### config.mk
export PLATFORM = sky130hd
export DESIGN_NAME = serial_word_feeder
export DESIGN_NICKNAME = d
export VERILOG_FILES = /design/src/rtl/serial_word_feeder.sv
export SDC_FILE = /design/constraint.sdc
export NUM_CORES = 1
export LEC_CHECK = 0
export BUFFER_PORTS_ARGS = -buffer_cell sky130_fd_sc_hd__buf_2
export CAP_MARGIN = 20
export CELL_PAD_IN_SITES_DETAIL_PLACEMENT = 1
export CELL_PAD_IN_SITES_GLOBAL_PLACEMENT = 1
export CORE_UTILIZATION = 39
export CTS_CLUSTER_SIZE = 24
export DETAILED_ROUTE_END_ITERATION = 16
export MAX_ROUTING_LAYER = met4
export PLACE_DENSITY = 0.71
export SYNTH_ARGS = -nofsm -noshare
export SYNTH_HDL_FRONTEND = slang
export SYNTH_SLANG_ARGS = --single-unit
### constraint.sdc
create_clock -name clock -period 1.5 [get_ports clock]
set_clock_uncertainty 0.05 [all_clocks]
set_input_delay 0.075 -clock clock [delete_from_list [all_inputs] [get_ports clock]]
set_output_delay 0.075 -clock clock [all_outputs]
set_load 0.02 [all_outputs]
### src/rtl/serial_word_feeder.sv
// serial_word_feeder: double-buffered parallel-to-serial front end feeding the "111" detector
module serial_word_feeder #(
  parameter int WIDTH = 8,
  parameter bit MSB_FIRST = 1'b1,
  parameter int BIT_CYCLES = 1,
  parameter bit IDLE_LEVEL = 1'b0
) (
  input  logic             clock,
  input  logic             reset,
  input  logic [WIDTH-1:0] load_data,
  input  logic             load_valid,
  output logic             load_ready,
  output logic             sequential_output,
  output logic             bit_valid,
  output logic             word_done,
  output logic             busy,
  output logic [5:0]       words_sent
);
  localparam int BW = WIDTH > 1 ? $clog2(WIDTH) : 1;
  localparam int CW = BIT_CYCLES > 1 ? $clog2(BIT_CYCLES) : 1;
  localparam logic [BW-1:0] BIT_LAST = BW'(WIDTH - 1);
  localparam logic [CW-1:0] CYC_LAST = CW'(BIT_CYCLES - 1);
  localparam logic [0:0] IDLE = 1'b0;
  localparam logic [0:0] SHIFT = 1'b1;
  logic [0:0]       state;
  logic [WIDTH-1:0] shreg, hold, shifted;
  logic             hold_full, accept, slot_end, word_end, shifting;
  logic [BW-1:0]    bit_idx;
  logic [CW-1:0]    cyc;
  always_comb begin
    shifting = state == SHIFT;
    accept = load_valid & ~hold_full;
    slot_end = cyc == CYC_LAST;
    word_end = shifting & slot_end & (bit_idx == BIT_LAST);
    shifted = MSB_FIRST ? {shreg[WIDTH-2:0], 1'b0} : {1'b0, shreg[WIDTH-1:1]};
    load_ready = ~hold_full;
    sequential_output = shifting ? (MSB_FIRST ? shreg[WIDTH-1] : shreg[0]) : IDLE_LEVEL;
    bit_valid = shifting;
    word_done = word_end;
    busy = shifting | hold_full;
  end
  always_ff @(posedge clock or negedge reset) begin
    if (!reset) begin
      state <= IDLE;
      shreg <= '0;
      hold <= '0;
      hold_full <= 1'b0;
      bit_idx <= '0;
      cyc <= '0;
      words_sent <= '0;
    end else if (!shifting) begin
      if (accept) begin
        state <= SHIFT;
        shreg <= load_data;
        bit_idx <= '0;
        cyc <= '0;
      end
    end else begin
      cyc <= slot_end ? '0 : cyc + 1'b1;
      if (slot_end) begin
        bit_idx <= word_end ? '0 : bit_idx + 1'b1;
        shreg <= shifted;
      end
      // at the end edge the next word (held or arriving) replaces the shifter with no gap
      if (word_end) begin
        words_sent <= words_sent + 6'd1;
        if (hold_full) begin
          shreg <= hold;
          hold_full <= 1'b0;
        end else if (accept) shreg <= load_data;
        else state <= IDLE;
      end else if (accept) begin
        hold <= load_data;
        hold_full <= 1'b1;
      end
    end
  end
endmodule
==> results of run 1 <==
## state kept, by name, summed over array words and instances, names as in the netlist
register and count:
words_sent 6, hold_full 1, hold 8, bit_idx 3, bit_valid 1, shreg 8
## path summary, 6_finish.rpt
kind	end	slack, ps	cells after the start
hold reg to reg	words_sent[5]	430	1
max in group asynchronous	bit_idx[1]	690	2
min in group asynchronous	hold[5]	290	2
setup / recovery	hold[3]	-160	5
setup reg to reg	hold[3]	-160	5
hold / removal	hold[0]	10	2
## through the flow
step | power (mW) | area, sq um
floorplan | 2.35 | 1460
global placement | 2.78 | 1670
detailed placement | 2.91 | 1670
CTS | 3.44 | 1820
global route | 3.70 | 1840
finish | 3.42 | 1840
## final cells by class
cell class,instances,area [sq um],share of cell area
timing repair buffer,47,323,0.176
multi-input combinational,95,719,0.391
clock buffer,3,41.3,0.0225
inverter,3,13.8,0.00749
sequential,27,676,0.368
tap,46,57.6,0.0313
clock inverter,1,7.51,0.00408
## cell usage in the layout (no fill, tap or decap), types with 2 or more instances in the layout
master,netlist,layout
a21o_1,3,3
o211ai_1,3,3
mux2_4,8,8
nand3_1,3,3
dlygate4sd3_1,0,8
o21ai_1,0,3
a311o_2,2,2
a31oi_1,4,4
nand4_1,3,3
nor3b_1,4,4
or3b_1,4,4
buf_2,7,20
clkbuf_8,0,3
nand3b_1,3,3
a21boi_0,3,3
o21ai_0,7,3
nor2_1,2,2
inv_1,3,2
nand2_1,19,18
a311o_1,2,2
o22ai_1,3,3
dfrtp_1,27,27
buf_4,0,19
nand2b_1,5,5
xnor2_1,5,5
## cells by family after synthesis
kind of cell | count (synthesis) | synth area share
compound gates | 29 | 0.141
xor+xnor | 5 | 0.0305
fa+ha+maj | 3 | 0.0261
buf+inv | 12 | 0.0479
flops | 27 | 0.470
mux | 9 | 0.0905
simple gates | 49 | 0.194
## metal layers
metal | part of all wire | vias up
met5 | 0 | -
met3 | 0.024 | 4
li1 | - | 557
met1 | 0.44 | 592
met4 | 0.011 | 0
met2 | 0.53 | 16
## worst reg2reg max path, stage by stage (launching register included)
cell     delay, ps
dfrtp_1        410
ha_2           190
ha_4           190
nor2b_4        140
and2_4         260
mux2_4         320
## where the power goes
part / internal, mW / switching, mW / leakage, nW
logic: 0.893 / 0.816 / 0.493
clock network: 0.190 / 0.256 / 0.0217
registers: 1.02 / 0.244 / 0.335
## timing repair
item	in CTS	in global routing
buffers inserted	2	1
endpoints found under the setup margin	19	21
hold buffers	7	1
hold endpoints to repair	33	1
pin swaps	1	0
resized for setup	7	2
==> flow_summary.ini, run 1 <==
[place]
place_congestion = 0.807
portBuffers = 21
numPlacedInstances = 207
hpwlAfterDp_um = 2690
dp_slack_ps = -167

[logic_synthesis]
synth_enable_flop_cells = 0
netlist_area_sq_um = 1440
synth_flop_cell = dfrtp_1
postSynthCellCount = 134
async_flop_share = 1.00
ys_warn_count = 0
synth_area_leaders = dfrtp_1 (47%), mux2_4 (8.4%), nand2_1 (5.0%), xnor2_1 (3.0%), ha_1 (2.6%)
synth_top_area_frac = 0.470
ys_ff_latch = 27
syn_nets = 148
yosys.cell_count.top_type = dfrtp_1
synth_area_per_cell_sq_um = 10.7
synth_commonest_cells = dfrtp_1 (27), nand2_1 (19), mux2_4 (8)
synth_top_cell_by_area = dfrtp_1
seq_area_frac_synth = 0.470
synth.distinct_cells = 32

[final_layout]
num_antenna_cells = 0
nFillCells = 407
fin_cells = 222
final_net_count = 191
utilization = 0.534
drive_above_1_share = 0.347
syn_to_final_growth_pct = 27.9

[global_route]
grt.total_usage = 0.218
grt_pass1_wl_um = 6400
busiest_layer = met2
grt_use_met1 = 0.259
grt_util_met2 = 0.378
overflow = 0
antenna_found_initial = 0
grt_max_degree = 28
grt_pass1_vias = 1317
grtUsageMet3 = 0.0328

[sta]
final-hold-violation-count = 0
final-max-slew-violation-count = 0
rsz0062_at_grt = yes
fin_crit_sh = 1.10
fmax_mhz = 604
setup_tns_ps = -1770
fin_crit_ps = 1660
slew-limit-headroom = 0.571
holdWs_ps = 9.62
setup_viol = 13
post-route-worst-setup-slack_ps = -157
worst_pin_slew_ps = 644

[worst_setup_path]
path_delay_family = flip-flops
crit_path_top_delay_cell = dfrtp_1
crit_start = bit_idx[1]
cp-start-kind = flip-flop
crit_type = flip-flop to flip-flop
cp_num_buf_inv = 0
path_cells = ha_2 > ha_4 > nor2b_4 > and2_4 > mux2_4
cp.required_ps = 1630
crit_path_max_fanout = 8
critPathCaptureType = flip-flop
cp_slowest_stage_delay_ps = 410
crit_arrival_ps = 1780
r2r_start = bit_idx[1]

[hold_path]
hold_start = load_data[0]
hold_class = primary input to flip-flop

[route]
ant_nets = 0
detail_route.wl_per_cell_um = 16.4
wirelength_um = 3650
drc = 0
vias = 1169
first_pass_iters = 4
via_per_inst = 5.27
drt_iter0_drc = 62

[floorplanning]
io_pins = 22
fp.dieH_um = 62.7
rows = 21
core_sq_um = 3440
start_util = 0.418
die-area_sq_um = 3930
die_w_um = 62.7

[clock_tree]
clock_path_buffers = 2
cts_num_sinks = 27
cts_tree = built
clkLatencyLatePin_ps = 290
clockRootBuffer = clkbuf_8
htree_levels = 1
cts_buffers = 3
path_clk_slew_ps = 100

[power]
p_leak_nw = 0.850
vdd_ir_drop_max_mv = 0.940
pwr_density_cell_nw_per_um2 = 1860

[run]
cap_violations = 0

[status]
violations = setup timing
outcome = finished with violations
Note: power is estimated with default switching activity, not from simulation.
==> run 2, diff against run 1 <==
==> config.mk (replaced) <==
export PLATFORM = sky130hd
export DESIGN_NAME = serial_word_feeder
export DESIGN_NICKNAME = d
export VERILOG_FILES = /design/src/rtl/serial_word_feeder.sv
export SDC_FILE = /design/constraint.sdc
export NUM_CORES = 1
export LEC_CHECK = 0
export BUFFER_PORTS_ARGS = -buffer_cell sky130_fd_sc_hd__buf_4
export CAP_MARGIN = 20
export CORE_UTILIZATION = 45
export CTS_CLUSTER_SIZE = 24
export DETAILED_ROUTE_END_ITERATION = 16
export MAX_ROUTING_LAYER = met4
export PLACE_DENSITY = 0.65
export SYNTH_ARGS = -nofsm -noshare
export SYNTH_HDL_FRONTEND = slang
export SYNTH_SLANG_ARGS = --single-unit
==> run 2 against run 1 <==
The flow still finishes with violations (setup timing). Global-route usage is 0.31 points lower. Maximum frequency rose by 0.38%. Flip-flop and latch count unchanged. Sequential power about the same. Register-to-register slack improved by 20 ps. Sequential share of layout area shrank 2.5 points. Critical endpoint is now word_done. Largest cell class unchanged. Largest power group unchanged.
==> flow_summary.ini, run 2 (synthesis results as in run 1) <==
[clock_tree]
cts_tree = built
clockRootBuffer = clkbuf_4
clock_path_buffers = 2
cts_num_sinks = 27
cts_buffers = 3
path_clk_slew_ps = 150
htree_levels = 1
clkLatencyLatePin_ps = 330

[power]
pwr_density_cell_nw_per_um2 = 1810
vdd_ir_drop_max_mv = 1.19
p_leak_nw = 0.908

[worst_setup_path]
crit_path_top_delay_cell = dfrtp_1
cp_slowest_stage_delay_ps = 420
cp_num_buf_inv = 3
crit_type = flip-flop to output pin
cp-start-kind = flip-flop
r2r_cells = 5
crit_arrival_ps = 1530
r2r_start = bit_idx[1]
critPathCaptureType = output pin
crit_path_max_fanout = 7
cp.required_ps = 1370
r2r_slack_ps = -140
path_delay_family = flip-flops
path_cells = ha_2 > ha_4 > buf_6 > nand2_4 > clkinv_4 > buf_6
critical_path.most_common_cell = buf_6
r2r_end = hold[2]

[hold_path]
hold_start = load_valid
hold_depth = 3
holdPathEnd = hold_full
hold_class = primary input to flip-flop

[floorplanning]
fp.dieH_um = 58.5
rows = 20
io_pins = 22
core_sq_um = 3050
start_util = 0.471
die_w_um = 58.5
die-area_sq_um = 3420

[place]
placed_cell_area_sq_um = 1690
hpwlAfterDp_um = 2290
dp_slack_ps = -145
place_congestion = 0.851
portBuffers = 21

[final_layout]
utilization = 0.647
fin_area_sq_um = 1980
final_net_count = 197
num_antenna_cells = 0
final_cell_mix = buf_4 (33), dfrtp_1 (26), nand2_1 (18), dlygate4sd3_1 (9), buf_6 (9)
drive_above_1_share = 0.379
syn_to_final_growth_pct = 37.4
biggestRegsByFlops = hold x8, shreg x8, words_sent x6
layout_commonest_cell = buf_4

[global_route]
antenna_found_initial = 0
grt.total_usage = 0.215
grt_max_degree = 28
grt_pass1_wl_um = 5320
grt_pass1_vias = 1164
overflow = 0

[route]
ant_nets = 0
detail_route.wl_per_cell_um = 15.0
drt_iter0_drc = 30
via_per_inst = 5.26
vias = 1189
drc = 0
first_pass_iters = 4
wirelength_um = 3380

[sta]
final-max-slew-violation-count = 0
slew-limit-headroom = 0.742
fin_crit_ps = 1650
rsz0062_at_grt = yes
final-hold-violation-count = 0
fmax_mhz = 606
fin_crit_sh = 1.10
worst_pin_slew_ps = 383
setup_viol = 16
holdWs_ps = 26.3
post-route-worst-setup-slack_ps = -151

[status]
violations = setup timing
outcome = finished with violations

[run]
cap_violations = 0
==> run 2: cell types whose count changed in the layout (fill, tap and decap cells not counted), moves of 2 or more <==
cell / before / now
buf_2: 20 / 0
clkbuf_8: 3 / 0
buf_6: 0 / 9
o21ai_1: 3 / 1
buf_4: 19 / 33
clkbuf_4: 0 / 3
==> run 2: layout make-up <==
cell class / count / area (sq um)
Inverter: 3 / 16.3
Fill cell: 262 / 1080
Timing Repair Buffer: 53 / 474
Clock inverter: 1 / 5.00
Sequential cell: 27 / 677
Tap cell: 44 / 55.1
Multi-Input combinational cell: 95 / 726
Clock buffer: 3 / 22.5
==> run 2: power breakdown <==
group          total [mW]  switching (mW)  internal [mW]
clock network       0.319           0.218          0.100
registers            1.29           0.263           1.02
logic                1.97           0.844           1.12
total                3.57            1.33           2.25
==> run 2: worst max path at each step <==
stage,startpoint,to,slack (ps),cells past startpoint
floorplan,bit_idx[0],hold[0],-100,6
global placement,bit_idx[0],hold[7],-70,5
global route,bit_idx[1],word_done,-230,6
CTS,bit_idx[0],hold[2],-170,5
finish,bit_idx[1],word_done,-150,6
detailed placement,bit_idx[1],hold[2],-150,5
==> run 2: routing by layer <==
metal | up-vias | part of all wire | GRT usage
met5 | - | 0 | -
met1 | 573 | 0.44 | 0.262
met2 | 37 | 0.50 | 0.351
li1 | 573 | - | -
met3 | 6 | 0.042 | 0.0462
met4 | 0 | 0.020 | 0.0782
==> run 2: worst reg2reg max path: cells and delay by family, from the launching register on <==
family        cells  cell delay (ps)
fa+ha+maj         2              390
flops             1              420
mux               1              320
simple gates      2              370
==> run 2: what timing repair did <==
| action | 4_1_cts | 5_1_grt |
|---|---|---|
| endpoints found under the setup margin | 21 | 21 |
| endpoints found under the hold margin | 39 | 0 |
| resized for setup | 15 | 12 |
| pin swaps | 2 | 5 |
| hold buffers | 9 | 0 |
| buffers inserted | 3 | 10 |
==> run 2: per-stage QoR <==
step / total power [mW] / cells / setup TNS, ps
6_report: 3.57 / 226 / -1700
5_1_grt: 3.82 / 226 / -3090
4_1_cts: 3.36 / 217 / -1950
3_5_place_dp: 2.88 / 201 / -1670
3_3_place_gp: 2.82 / 201 / -777
2_1_floorplan: 2.35 / 134 / -912
==> run 3, diff against run 2 <==
--- a/config.mk
+++ b/config.mk
@@ -5,6 +5,7 @@
 export SDC_FILE = /design/constraint.sdc
 export NUM_CORES = 1
 export LEC_CHECK = 0
+export ABC_AREA = 1
 export BUFFER_PORTS_ARGS = -buffer_cell sky130_fd_sc_hd__buf_4
 export CAP_MARGIN = 20
 export CORE_UTILIZATION = 45
==> run 3 against run 2 <==
The run still ends with setup timing left. Sequential power barely moved. Register-to-register slack improved by 160 ps. Non-clock buffer count fell by 6. Worst setup slack improved by 130 ps. Power fell by 2.9%. Utilization fell by 1.4 points. Hold slack improved by 110 ps. First-iteration DRC count rose to 2.7 times the previous value. Combinational power fell by 5%. Synthesized cell count rose by 39%. Via count rose by 16%. Sequential share of layout area rose by 1.1 points. Largest cell class unchanged. Largest power group unchanged.
==> flow_summary.ini, run 3 <==
[status]
outcome = finished with violations
violations = setup timing

[sta]
post-route-worst-setup-slack_ps = -22.8
setup_viol = 1
final-max-slew-violation-count = 0
holdWs_ps = 132
final-hold-violation-count = 0
slew-limit-headroom = 0.749
fin_crit_ps = 1520
rsz0062_at_grt = yes
worst_pin_slew_ps = 375
setup_tns_ps = -22.8
fin_crit_sh = 1.02
fmax_mhz = 657

[worst_setup_path]
cp-start-kind = flip-flop
crit_end = word_done
r2r_end = words_sent[5]
crit_start = bit_idx[1]
crit_type = flip-flop to output pin
r2r_start = bit_idx[1]
r2r_cells = 8
crit_path_max_fanout = 12
crit_arrival_ps = 1400
critPathCaptureType = output pin
r2r_slack_ps = 20
cp.required_ps = 1370

[power]
power_frac_seq = 0.367
switching_share = 0.428
p_sw_mw = 1.48
pwr_density_cell_nw_per_um2 = 1810
p_leak_nw = 0.991
p_comb_frac = 0.542
p_clk_frac = 0.090
vdd_ir_drop_max_mv = 0.816
intPower_mw = 1.99
total_power_mw = 3.47

[logic_synthesis]
synth_enable_flop_cells = 0
synth-compound-area-share = 0.0402
async_flop_share = 1.00
syn_nets = 200
synth_top_area_frac = 0.472
synth_area_per_cell_sq_um = 7.70
synth_top_family_by_area = simple AND/OR/NAND/NOR gates
synthAdderAreaFrac = 0.0262
synth.distinct_cells = 24
synth_commonest_cells = nand2_1 (78), dfrtp_1 (27), nand3_1 (17)
ys_ff_latch = 27
synth_area_leaders = dfrtp_1 (47%), nand2_1 (20%), nand3_1 (5.9%), nand4_1 (3.1%), ha_1 (2.6%)
postSynthCellCount = 186
synthXorXnorAreaFrac = 0.0245
ys_warn_count = 0
synthMuxAreaShare = 0
yosys.cell_count.top_type = nand2_1
netlist_area_sq_um = 1430
seq_area_frac_synth = 0.472
synth_top_cell_by_area = dfrtp_1
synth_flop_cell = dfrtp_1
yosys.area_share.simple = 0.361

[route]
detail_route.wl_per_cell_um = 12.3
drc = 0
first_pass_iters = 4
via_per_inst = 5.02
vias = 1385
ant_nets = 0
drt_iter0_drc = 80
wirelength_um = 3410

[floorplanning]
rows = 20
fp.dieH_um = 58.4
die-area_sq_um = 3410
start_util = 0.473
io_pins = 22
die_w_um = 58.4
core_sq_um = 3030

[final_layout]
final_cell_mix = nand2_1 (77), buf_4 (36), dfrtp_1 (26), nand3_1 (15), dlygate4sd3_1 (10)
fin_area_sq_um = 1920
num_antenna_cells = 0
layout_commonest_cell = nand2_1
drive_above_1_share = 0.263
final_net_count = 247
utilization = 0.633
biggestRegsByFlops = hold x8, shreg x8, words_sent x6
fin_cells = 276
syn_to_final_growth_pct = 33.8

[place]
numPlacedInstances = 256
portBuffers = 21
placed_cell_area_sq_um = 1690
place_congestion = 0.833
hpwlAfterDp_um = 2340
dp_slack_ps = -51.5

[global_route]
antenna_found_initial = 0
grt_pass1_vias = 1288
grt_max_degree = 28
grt.total_usage = 0.222
overflow = 0
grt_pass1_wl_um = 5530

[clock_tree]
cts_tree = built
clock_path_buffers = 2
cts_num_sinks = 27
clkLatencyLatePin_ps = 320
clockRootBuffer = clkbuf_4
cts_buffers = 3
htree_levels = 1
path_clk_slew_ps = 140

[hold_path]
hold_class = primary input to asynchronous set/reset pin

[run]
cap_violations = 0
==> run 3: changes by cell type after synthesis, sizes merged, moves of 5 or more <==
cell | before | now
nand2 | 19 | 83
inv | 3 | 17
nand3 | 3 | 17
mux2 | 8 | 0
nand2b | 5 | 0
==> run 3: final cells by class <==
class | instances | area, sq um
clock buffers | 4 | 26.3
well taps | 44 | 55.1
flip-flops and latches | 27 | 677
fillers | 269 | 1110
repair buffers | 47 | 382
inverters | 20 | 85.1
multi-input cells | 134 | 691
==> run 3: layer usage <==
metal | track usage | vias to the layer above | wire, um
met3 | 0.0615 | 2 | 137
met5 | - | - | 0
met1 | 0.278 | 670 | 1570
li1 | - | 679 | -
met2 | 0.360 | 34 | 1680
met4 | 0.0476 | 0 | 21
==> run 3: how the worst min path moves through the flow <==
stage,from,to,slack (ps),cells after the start
finish,reset,words_sent[0],130,2
global route,reset,hold[2],150,2
CTS,reset,bit_valid,130,2
detailed placement,reset,words_sent[2],-40,1
global placement,reset,words_sent[2],-40,1
floorplan,reset,bit_idx[0],-270,0
==> run 3: what timing repair did <==
item	in CTS	in global routing
pin swaps	1	7
hold buffers	10	0
setup endpoints to repair	19	20
resized for setup	9	6
hold endpoints to repair	38	0
setup buffers	2	4
==> run 3: cells by family after synthesis <==
family	count (synthesis)
xor+xnor	4
buf+inv	25
flops	27
simple gates	117
compound gates	10
fa+ha+maj	3
==> run 3: worst max-delay path, cell delays in order, from the launching register on <==
cell and delay [ps]:
dfrtp_1 420, ha_2 200, ha_4 180, nand2_4 90, inv_8 60, buf_6 130
==> run 3: power groups by stage <==
stage | sequential [mW] | combinational [mW] | clock (mW)
floorplan | 1.29 | 1.08 | 0
global placement | 1.27 | 1.59 | 0
detailed placement | 1.28 | 1.64 | 0
CTS | 1.28 | 1.76 | 0.331
global route | 1.31 | 2.11 | 0.348
finish | 1.27 | 1.88 | 0.314
